==> config.mk <==
export PLATFORM = sky130hd
export DESIGN_NAME = fp_mult_seq_flat
export DESIGN_NICKNAME = d
export VERILOG_FILES = /design/src/rtl/fp_mult_seq_if.sv /design/src/rtl/fp_mult_seq.sv /design/src/flat_wrapper.sv
export SDC_FILE = /design/constraint.sdc
export NUM_CORES = 1
export LEC_CHECK = 0
export CAP_MARGIN = 20
export CORE_ASPECT_RATIO = 0.6
export CORE_MARGIN = 3
export CORE_UTILIZATION = 50
export CTS_CLUSTER_SIZE = 40
export DETAILED_ROUTE_END_ITERATION = 16
export PLACE_DENSITY = 0.71
export SLEW_MARGIN = 20
export SYNTH_ARGS = -nofsm -noshare
export SYNTH_HDL_FRONTEND = slang
export SYNTH_SLANG_ARGS = --single-unit
==> constraint.sdc <==
create_clock -name CLK2 -period 9.5 [get_ports CLK2]
set_input_delay 2.85 -clock CLK2 [delete_from_list [all_inputs] [get_ports CLK2]]
set_output_delay 2.85 -clock CLK2 [all_outputs]
set_load 0.01 [all_outputs]
==> src/rtl/fp_mult_seq_if.sv <==
// Start/done handshake bundle between the power controller and the sequential fp multiplier.
interface fp_mult_seq_if;
  logic        start;
  logic [31:0] A;
  logic [31:0] B;
  logic [31:0] result;
  logic        overflow;
  logic        underflow;
  logic        busy;
  logic        done;

  modport master (output start, A, B, input result, overflow, underflow, busy, done);
  modport slave  (input start, A, B, output result, overflow, underflow, busy, done);
endinterface

==> src/rtl/fp_mult_seq.sv <==
// Sequential binary32 multiplier: one shift-add partial-product step per clock,
// then a single normalise/round/pack cycle. Latency is fixed for every operand class.
module fp_mult_seq #(
  parameter int MANT_W   = 24,
  parameter int EXP_BIAS = 127
) (
  input  logic          CLK2,
  input  logic          RST,
  fp_mult_seq_if.slave  bus
);

  localparam int ACC_W = 2*MANT_W;

  typedef enum logic [1:0] {IDLE, MUL, NORM} state_t;
  typedef enum logic [2:0] {CL_NUM, CL_NAN, CL_INFZ, CL_INF, CL_ZERO} class_t;

  state_t              r_state, w_state_nxt;
  class_t              r_class, w_class;
  logic                r_sign;
  logic signed [9:0]   r_expsum;
  logic [ACC_W-1:0]    r_acc, r_mcand;
  logic [MANT_W-1:0]   r_mplier;
  logic [4:0]          r_count;
  logic [31:0]         r_result;
  logic                r_ovf, r_unf, r_busy, r_done;

  // Operand classification, decoded straight off the bus at the start edge.
  logic [7:0]  w_a_exp, w_b_exp;
  logic        w_a_nan, w_b_nan, w_a_inf, w_b_inf, w_a_zero, w_b_zero;

  assign w_a_exp  = bus.A[30:23];
  assign w_b_exp  = bus.B[30:23];
  assign w_a_nan  = (&w_a_exp) &&  (|bus.A[22:0]);
  assign w_b_nan  = (&w_b_exp) &&  (|bus.B[22:0]);
  assign w_a_inf  = (&w_a_exp) && !(|bus.A[22:0]);
  assign w_b_inf  = (&w_b_exp) && !(|bus.B[22:0]);
  assign w_a_zero = (w_a_exp == 8'd0);
  assign w_b_zero = (w_b_exp == 8'd0);

  always_comb begin
    w_class = CL_NUM;
    if (w_a_nan || w_b_nan)                            w_class = CL_NAN;
    else if ((w_a_inf && w_b_zero) || (w_b_inf && w_a_zero)) w_class = CL_INFZ;
    else if (w_a_inf || w_b_inf)                       w_class = CL_INF;
    else if (w_a_zero || w_b_zero)                     w_class = CL_ZERO;
  end

  // Normalise and round-to-nearest-even from the finished accumulator.
  logic              w_hi, w_guard, w_sticky, w_inc;
  logic [22:0]       w_mant;
  logic [23:0]       w_mant_r;
  logic signed [9:0] w_exp;
  logic [31:0]       w_result;
  logic              w_ovf, w_unf;

  always_comb begin
    w_hi     = r_acc[ACC_W-1];
    w_mant   = w_hi ? r_acc[46:24] : r_acc[45:23];
    w_guard  = w_hi ? r_acc[23]    : r_acc[22];
    w_sticky = w_hi ? (|r_acc[22:0]) : (|r_acc[21:0]);
    w_inc    = w_guard & (w_sticky | w_mant[0]);
    w_mant_r = {1'b0, w_mant} + {23'd0, w_inc};
    w_exp    = r_expsum + 10'(w_hi) + 10'(w_mant_r[23]);
    w_ovf    = 1'b0;
    w_unf    = 1'b0;
    w_result = {r_sign, w_exp[7:0], w_mant_r[22:0]};
    if (w_exp >= 10'sd255) begin
      w_result = {r_sign, 8'hFF, 23'h0};
      w_ovf    = 1'b1;
    end else if (w_exp <= 10'sd0) begin
      w_result = {r_sign, 31'h0};
      w_unf    = 1'b1;
    end
    case (r_class)
      CL_NAN, CL_INFZ: begin w_result = 32'h7FC00000;              w_ovf = 1'b0; w_unf = 1'b0; end
      CL_INF:          begin w_result = {r_sign, 8'hFF, 23'h0};    w_ovf = 1'b0; w_unf = 1'b0; end
      CL_ZERO:         begin w_result = {r_sign, 31'h0};           w_ovf = 1'b0; w_unf = 1'b0; end
      default: ;
    endcase
  end

  always_ff @(posedge CLK2 or negedge RST) begin
    if (!RST) r_state <= IDLE;
    else      r_state <= w_state_nxt;
  end

  always_comb begin
    w_state_nxt = r_state;
    case (r_state)
      IDLE: if (bus.start) w_state_nxt = MUL;
      MUL:  if (r_count == 5'd1) w_state_nxt = NORM;
      NORM: w_state_nxt = IDLE;
      default: w_state_nxt = IDLE;
    endcase
  end

  always_ff @(posedge CLK2 or negedge RST) begin
    if (!RST) begin
      r_class  <= CL_NUM;
      r_sign   <= 1'b0;
      r_expsum <= '0;
      r_acc    <= '0;
      r_mcand  <= '0;
      r_mplier <= '0;
      r_count  <= '0;
      r_result <= '0;
      r_ovf    <= 1'b0;
      r_unf    <= 1'b0;
      r_busy   <= 1'b0;
      r_done   <= 1'b0;
    end else begin
      r_done <= 1'b0;
      case (r_state)
        IDLE: if (bus.start) begin
          r_sign   <= bus.A[31] ^ bus.B[31];
          r_expsum <= 10'(w_a_exp) + 10'(w_b_exp) - 10'(EXP_BIAS);
          r_mcand  <= {{(ACC_W-MANT_W){1'b0}}, 1'b1, bus.A[22:0]};
          r_mplier <= {1'b1, bus.B[22:0]};
          r_acc    <= '0;
          r_count  <= 5'(MANT_W);
          r_class  <= w_class;
          r_busy   <= 1'b1;
        end
        MUL: begin
          if (r_mplier[0]) r_acc <= r_acc + r_mcand;
          r_mcand  <= r_mcand << 1;
          r_mplier <= r_mplier >> 1;
          r_count  <= r_count - 5'd1;
        end
        NORM: begin
          r_result <= w_result;
          r_ovf    <= w_ovf;
          r_unf    <= w_unf;
          r_done   <= 1'b1;
          r_busy   <= 1'b0;
        end
        default: ;
      endcase
    end
  end

  assign bus.result    = r_result;
  assign bus.overflow  = r_ovf;
  assign bus.underflow = r_unf;
  assign bus.busy      = r_busy;
  assign bus.done      = r_done;

endmodule

==> src/flat_wrapper.sv <==
// flat-port wrapper written by rule: the top's interface ports become plain ports
module fp_mult_seq_flat 
#(
  parameter int MANT_W   = 24,
  parameter int EXP_BIAS = 127
)
  (CLK2, RST, bus_start, bus_A, bus_B, bus_result, bus_overflow, bus_underflow, bus_busy, bus_done);
  fp_mult_seq_if bus_i ();
  input  logic CLK2;
  input  logic RST;
  input wire logic [$bits(bus_i.start)-1:0] bus_start;
  input wire logic [$bits(bus_i.A)-1:0] bus_A;
  input wire logic [$bits(bus_i.B)-1:0] bus_B;
  output wire logic [$bits(bus_i.result)-1:0] bus_result;
  output wire logic [$bits(bus_i.overflow)-1:0] bus_overflow;
  output wire logic [$bits(bus_i.underflow)-1:0] bus_underflow;
  output wire logic [$bits(bus_i.busy)-1:0] bus_busy;
  output wire logic [$bits(bus_i.done)-1:0] bus_done;
  assign bus_i.start = bus_start;
  assign bus_i.A = bus_A;
  assign bus_i.B = bus_B;
  assign bus_result = bus_i.result;
  assign bus_overflow = bus_i.overflow;
  assign bus_underflow = bus_i.underflow;
  assign bus_busy = bus_i.busy;
  assign bus_done = bus_i.done;
  fp_mult_seq #(.MANT_W(MANT_W), .EXP_BIAS(EXP_BIAS)) u_core (.CLK2(CLK2), .RST(RST), .bus(bus_i));
endmodule
Word-level counts from Yosys, hierarchy flattened
Cells that the tools add are included.
Word-level totals
  flip-flop bits (word level): 177
  input port bits: 67
  output and inout bits: 36
Operators by class
  $add $sub $neg: 7
  magnitude comparators: 2
  equal/unequal tests: 10
  multiplexer cells: 30
  bitwise logic cells: 3
  reduce and logical (&&, ||, !) cells: 30
Operators by type and width (number)
  48-bit one-hot mux with 2 select lines: 2
  48-bit 2-to-1 mux: 3
  32-bit one-hot mux with 3 select lines: 1
  23-bit OR reduction: 3
  31-bit 2-to-1 mux: 2
  48-bit adder: 1
  24-bit one-hot mux with 2 select lines: 1
  23-bit by 1-bit adder with 24-bit output: 1
  24-bit 2-to-1 mux: 1
  23-bit 2-to-1 mux: 1
  22-bit OR reduction: 1
  10-bit by 1-bit adder with 10-bit output: 2
  8-bit logical NOT: 2
  8-bit AND reduction: 2
  3-bit 2-to-1 mux: 4
  10-bit by 9-bit >= comparator with 1-bit output, second input constant: 1
  10-bit by 1-bit <= comparator with 1-bit output, second input constant: 1
  5-bit one-hot mux with 2 select lines: 1
  10-bit by 7-bit subtractor with 10-bit output, second input constant: 1
  8-bit by 8-bit adder with 9-bit output: 1
  1-bit 2-to-1 mux: 9
  2-bit AND reduction: 4
  3-bit by 2-bit == test with 1-bit output, second input constant: 2
  1-bit logical AND: 6
  22 further kinds: 29

Depth between registers and ports, before layout
Gate-level depths: netlist (run 1).
  word-level depth: 10
  depth in mapped cells: 19
  mapped depth without buffers: 18

Worst setup path before layout (run 1)
No wires, ideal clock.
  path type: input-to-reg
  start: input bus_B[23]
  end: register u_core.r_expsum[8]
  arrival time: 4637 ps
  data required time: 9417 ps
  setup slack: 4780 ps
  stages on the path: 11
  cells stage by stage: ha_1 -> fa_1 -> a21oi_1 -> nor2_1 -> nor2_1 -> o21bai_1 -> a21oi_1 -> xnor2_1 -> a31oi_1 -> xor2_1 -> o21ai_0
Between the ends
  longest elaborated chain between the ends: 2
Ends and longest elaborated chain
  start: declaration: RTL line flat_wrapper.sv:13  | input wire logic [$bits(bus_i.B)-1:0] bus_B;
  8-bit by 8-bit adder with 9-bit output: RTL line fp_mult_seq.sv:116  | r_expsum <= 10'(w_a_exp) + 10'(w_b_exp) - 10'(EXP_BIAS);
  10-bit by 7-bit subtractor with 10-bit output: RTL line fp_mult_seq.sv:116
  end signal: assignment: RTL line fp_mult_seq.sv:116
  end: declaration: RTL line fp_mult_seq.sv:20  | logic signed [9:0] r_expsum;
No other way between the ends.
A chain may end at the register's enable or synchronous reset.

Worst setup path in the final report (run 1)
  start: input bus_B[23]
  end: register u_core.r_expsum[7]
Same word-level chain as after synthesis.

==> impl_metrics.py, run 1 <==
metrics = {
    "floorplanning": {
        "dieArea_um2": 24700,
        "ioPinCount": 103,
        "die_w_um": 201,
        "die_h_um": 123,
        "core_um2": 22200,
        "num_rows": 42,
        "start_util_pct": 51.4,
    },
    "worst_setup_path": {
        "cp-end-kind": "flip-flop",
        "start_kind": "primary input",
        "crit_arrival_ns": 5.27,
        "cp_max_fo": 3,
        "worstSetupPathType": "in2reg",
        "cp.required_ns": 9.81,
    },
    "synth": {
        "synth.distinct_cells": 69,
        "synthSimpleGateAreaFrac_pct": 23.0,
        "synth_fp_nets": 1521,
        "synthTopCellsByArea": "dfrtp_1 (39%), nand2_1 (10%), ha_1 (6.6%)",
        "synth_top_family_by_area": "simple AND/OR/NAND/NOR gates",
        "ys.flop_type": "dfrtp_1",
        "synth_edf_count": 0,
        "synth_xor_xnor_area_share_pct": 7.21,
        "yosysSeqAreaShare_pct": 38.8,
        "synthArstFlopShare_pct": 100,
        "synthTopCellsByCount": "nand2_1 (304), dfrtp_1 (177), nor2_1 (113)",
        "synth_top_cell_area_share_pct": 38.8,
        "yosys_warnings": 0,
        "synth_most_common_cell": "nand2_1",
        "syn_area_um2": 11400,
        "synth_fa_ha_area_share_pct": 7.28,
        "synth_mux_area_share_pct": 0.986,
        "synth_seq_cells": 177,
        "synth.avg_cell_area_um2": 8.21,
        "yosys.area.top_type": "dfrtp_1",
        "synthCells": 1391,
        "synth_compound_area_share_pct": 19.7,
    },
    "route": {
        "firstDrtPassIters": 7,
        "drt_iter0_markers": 886,
        "drc_errors": 0,
        "ant_nets": 0,
        "avgViaCountPerCell": 5.78,
        "vias": 10226,
        "wl_per_cell_um": 17.0,
        "routed_wl_um": 30200,
    },
    "cts": {
        "ctsHoldBuffers": 0,
        "cts-root-buf": "clkbuf_16",
        "cts_made_buffers": 17,
        "tritoncts": "done",
        "clk_pin_slew_ns": 0.07,
        "cts-resized-gates": 0,
        "cts_sinks": 177,
        "clock_latency_ns": 0.44,
        "post-cts-setup-buffer-count": 0,
        "clock_path_buffers": 2,
        "cts_max_level": 4,
    },
    "layout": {
        "antenna_cells": 0,
        "drive_gt1_share_pct": 4.38,
        "finish.utilization_pct": 59.7,
        "area_delta_synth_final_pct": 16.3,
        "nets": 1579,
        "final_cells": 1770,
    },
    "sta": {
        "fin_tns_setup_ns": 0,
        "rsz0062_at_grt": "no",
        "holdWs_ns": 0.477,
        "fin_crit_sh_pct": 52.2,
        "hold_viol": 0,
        "relSlewSlack_pct": 36.3,
        "drv_slew": 0,
        "tightest_slew_ns": 0.952,
        "fin_crit_ns": 4.96,
        "setup_viol": 0,
        "finClkSkew_ns": 0.0144,
        "fmax_mhz": 201,
    },
    "flow_run": {
        "drv_cap": 0,
    },
    "power_and_ir_drop": {
        "power.total_mw": 4.86,
        "power.static_leakage_nw": 5.76,
        "power-per-cell-area_nw_per_um2": 366,
        "irDropWorstVdd_uv": 211,
    },
    "global_route": {
        "grt_pass1_vias": 9379,
        "grtUsageTotal_pct": 25.0,
        "grt_overflow_total": 0,
        "grt_pass1_wl_um": 50100,
        "grt_max_degree": 122,
        "antenna_found_initial": 0,
    },
    "place": {
        "gp_congestion": 0.937,
        "portBuffers": 102,
        "dp_hpwl_um": 21600,
        "place_inst": 1737,
    },
    "outcome": {
        "status": "finished clean",
    },
    "min_path": {
        "holdCritPathClass": "reg2reg",
    },
}
per-stage QoR:
stage                     setup WS (ns)  area, um2
after floorplan                    4.78      11400
after detailed placement           4.09      12600
after CTS                          4.57      13200
final                              4.54      13300
after global placement             4.16      12600
after global routing               4.28      13300
cell type report:
type | count | area [um2]
Clock buffer | 19 | 433
Clock inverter | 13 | 173
Fill cell | 1965 | 8950
Inverter | 17 | 63.8
Multi-Input combinational cell | 1123 | 6670
Sequential cell | 177 | 4430
Tap cell | 308 | 385
Timing Repair Buffer | 113 | 1120
worst max-delay path, stage by stage:
cell and delay [ns]:
clkdlybuf4s50_1 0.46, ha_1 0.25, fa_1 0.40, a21oi_1 0.16, nor2_1 0.05, nor2_1 0.16
o21bai_1 0.08, a21oi_1 0.23, xnor2_1 0.22, nand3_1 0.18, xnor2_1 0.15, o21ai_0 0.08
worst paths after layout:
check,startpoint,to,slack [ns],depth (start not counted)
max in group asynchronous,RST,u_core.r_mplier[21],5.64,3
min in group asynchronous,RST,u_core.r_expsum[9],2.50,1
worst min register to register,u_core.bus.result[16],u_core.bus.result[16],0.48,2
worst min-delay path,u_core.bus.result[16],u_core.bus.result[16],0.48,2
worst max-delay path,bus_B[23],u_core.r_expsum[7],4.54,12
worst max register to register,u_core.r_acc[47],u_core.bus.result[25],4.67,18
kinds of logic after synthesis:
group / after synthesis
buf+inv: 91
mux: 11
flops: 177
fa+ha+maj: 65
simple gates: 593
compound gates: 360
xor+xnor: 94
registers in the layout, indices dropped and copies added, names as in the netlist:
name	flops
u_core.r_acc	48
u_core.r_count	5
u_core.bus.result	32
u_core.bus.done	1
u_core.r_mcand	48
u_core.r_state	2
u_core.r_expsum	10
u_core.r_class	3
u_core.r_sign	1
u_core.bus.underflow	1
u_core.r_mplier	24
u_core.bus.overflow	1
u_core.bus.busy	1
metal layers:
layer	part of all wire, %	vias to the layer above	track usage (%)
li1	-	5037	-
met1	53	4897	40.0
met2	40	273	34.1
met3	6.4	19	5.34
met4	0.83	0	5.13
met5	0	-	0
placed cells by master, fill, tap and decap left out, drive strengths merged, types with 6 or more instances in the layout:
cell,count
nand2b,10
and3,7
clkdlybuf4s50,101
nand4,20
buf,12
or3,6
xnor2,55
dfrtp,177
o21bai,12
a31oi,53
nor3,16
xor2,39
and2,11
nor2b,7
clkbuf,19
inv,22
o21a,8
o211ai,7
o21ai,112
nand2,305
a21o,26
o31ai,6
a22o,13
ha,60
a21oi,81
mux2i,9
nor2,114
nor4,19
nand3,57
report_power, final:
group | internal, mW | switching (mW)
Combinational | 1.10 | 1.63
Clock | 0.419 | 0.326
Sequential | 1.07 | 0.326
Total | 2.58 | 2.28
Power figures use the tool's default switching activity.
==> run 2: changes to the inputs <==
==> constraint.sdc (replaced) <==
create_clock -name CLK2 -period 4.75 [get_ports CLK2]
set_input_delay 1.425 -clock CLK2 [delete_from_list [all_inputs] [get_ports CLK2]]
set_output_delay 1.425 -clock CLK2 [all_outputs]
set_load 0.01 [all_outputs]
==> run 2 against run 1 <==
Net effect: critical path depth up 5; clock-buffer cell count up 2; die area unchanged; clock power up 96%; largest cell class unchanged; highest routed layer unchanged; combinational power up 110%.
==> impl_metrics.py, run 2 (same netlist as run 1, synthesis figures left out) <==
metrics = {
    "outcome": {
        "status": "finished clean",
    },
    "cts": {
        "clock_path_buffers": 2,
        "cts-root-buf": "clkbuf_16",
        "tritoncts": "done",
        "cts_made_buffers": 17,
        "clk_pin_slew_ns": 0.07,
        "cts_max_level": 4,
        "post-cts-setup-buffer-count": 0,
        "cts_sinks": 177,
        "clock_latency_ns": 0.45,
    },
    "power_and_ir_drop": {
        "power-per-cell-area_nw_per_um2": 739,
        "power.static_leakage_nw": 5.82,
        "irDropWorstVdd_uv": 411,
    },
    "global_route": {
        "grt_pass1_wl_um": 51600,
        "grtUsageTotal_pct": 25.9,
        "grt_overflow_total": 0,
        "antenna_found_initial": 0,
        "grt_max_degree": 96,
        "grt_pass1_vias": 9512,
    },
    "place": {
        "portBuffers": 102,
        "gp_congestion": 0.947,
        "pre_cts_slack_ns": 0.338,
        "placed_cell_area_um2": 12700,
        "dp_hpwl_um": 22900,
    },
    "sta": {
        "finClkSkew_ns": 0.0104,
        "tightest_slew_ns": 0.850,
        "rsz0062_at_grt": "no",
        "setup_viol": 0,
        "drv_slew": 0,
        "fmax_mhz": 230,
        "fin_crit_ns": 4.34,
        "relSlewSlack_pct": 43.3,
        "worst_slack_ns": 0.406,
        "hold_viol": 0,
        "fin_tns_setup_ns": 0,
        "fin_crit_sh_pct": 91.5,
    },
    "layout": {
        "drive_gt1_share_pct": 5.36,
        "nets": 1591,
        "area_delta_synth_final_pct": 16.9,
        "final_common_cell": "nand2_1",
        "num-fill-cells": 1982,
        "final_cell_mix": "nand2_1 (301), dfrtp_1 (176), nor2_1 (111), o21ai_0 (106), clkdlybuf4s50_1 (101)",
        "antenna_cells": 0,
        "fin_area_um2": 13300,
    },
    "worst_setup_path": {
        "r2r_cells": 17,
        "worstSetupPathType": "reg2reg",
        "timing.rr.start": "u_core.r_acc[47]",
        "cp.required_ns": 5.11,
        "cp_slowest_stage_delay_ns": 0.57,
        "cp-end-kind": "flip-flop",
        "worstPathCellList": "buf_6 > nand2b_1 > a21oi_1 > nand2_1 > and4bb_2 > nand3_1 > nor2_1 > fa_1 > ha_1 > xnor2_1 > or4_1 > o21ai_1 > nand2_1 > maj3_1 > nor2_1 > a21oi_1 > o21ai_0",
        "crit_arrival_ns": 4.71,
        "regToRegEndpoint": "u_core.bus.result[25]",
        "start_kind": "flip-flop",
        "reg2reg_slack_ns": 0.41,
        "slowest_stage": "dfrtp_4",
        "cp_max_fo": 38,
    },
    "floorplanning": {
        "num_rows": 42,
        "dieArea_um2": 24700,
        "die_w_um": 201,
        "die_h_um": 123,
        "ioPinCount": 103,
        "core_um2": 22200,
        "start_util_pct": 51.4,
    },
    "route": {
        "ant_nets": 0,
        "avgViaCountPerCell": 5.89,
        "firstDrtPassIters": 5,
        "vias": 10493,
        "wl_per_cell_um": 17.6,
        "routed_wl_um": 31400,
        "drc_errors": 0,
        "drt_iter0_markers": 1130,
    },
    "flow_run": {
        "drv_cap": 0,
    },
    "min_path": {
        "min_from": "u_core.bus.underflow",
        "holdCritPathClass": "reg2reg",
        "hold_path_end": "u_core.bus.underflow",
        "min_path_cells": 2,
    },
}
==> run 2: cell types whose count changed in the layout (fill, tap and decap cells not counted), sizes merged <==
cell	change
buf	+12
bufinv	-1
clkbuf	+2
inv	-1
==> run 2: worst max path at each step <==
stage	cells past startpoint	from	endpoint
after floorplan	16	u_core.r_acc[47]	u_core.bus.result[23]
after global placement	17	u_core.r_acc[47]	u_core.bus.result[27]
after detailed placement	16	u_core.r_acc[47]	u_core.bus.result[3]
after CTS	16	u_core.r_acc[47]	u_core.bus.result[3]
after global routing	17	u_core.r_acc[47]	u_core.bus.result[25]
final	17	u_core.r_acc[47]	u_core.bus.result[25]
==> run 2: what timing repair did <==
| action | CTS | global route |
|---|---|---|
| hold buffers | 0 | 0 |
| resized for setup | 0 | 4 |
| endpoints found under the setup margin | 0 | 21 |
==> run 2: per-layer routing <==
metal	vias to the layer above	global-route usage [%]	part of all wire, %
met2	370	35.7	40
met3	26	6.68	9.3
met5	-	0	0
li1	5065	-	-
met1	5032	40.4	50
met4	0	5.61	0.93
==> run 2: metrics by stage <==
step | util [%] | total power, mW | hold slack, ns | instances
floorplan | - | 6.75 | 0.463 | 1391
global placement | 57.3 | 8.13 | 0.465 | 1750
detailed placement | 57.3 | 8.25 | 0.469 | 1750
CTS | 60.0 | 9.75 | 0.486 | 1782
global route | 60.0 | 10.7 | 0.510 | 1782
finish | 60.0 | 9.86 | 0.480 | 1782
==> run 2: final cells by class <==
type | count | area [um2] | area share, %
clock buffer | 21 | 470 | 3.53
clock inverter | 11 | 125 | 0.938
inverter | 17 | 63.8 | 0.478
multi-input combinational | 1123 | 6670 | 50.0
sequential | 177 | 4430 | 33.2
tap | 308 | 385 | 2.89
timing repair buffer | 125 | 1200 | 8.98
==> run 2: report_power, final <==
part | switching [mW] | internal [mW] | total [mW]
Sequential | 0.608 | 2.13 | 2.74
Clock | 0.638 | 0.822 | 1.46
Combinational | 3.41 | 2.25 | 5.65
Total | 4.65 | 5.20 | 9.86
==> run 2: critical path, delay by kind of cell, from the launching register on <==
kind,cells,cell delay (ns)
compound gates,4,0.60
xor+xnor,1,0.09
flops,1,0.57
simple gates,8,1.95
buf+inv,1,0.24
fa+ha+maj,3,0.81
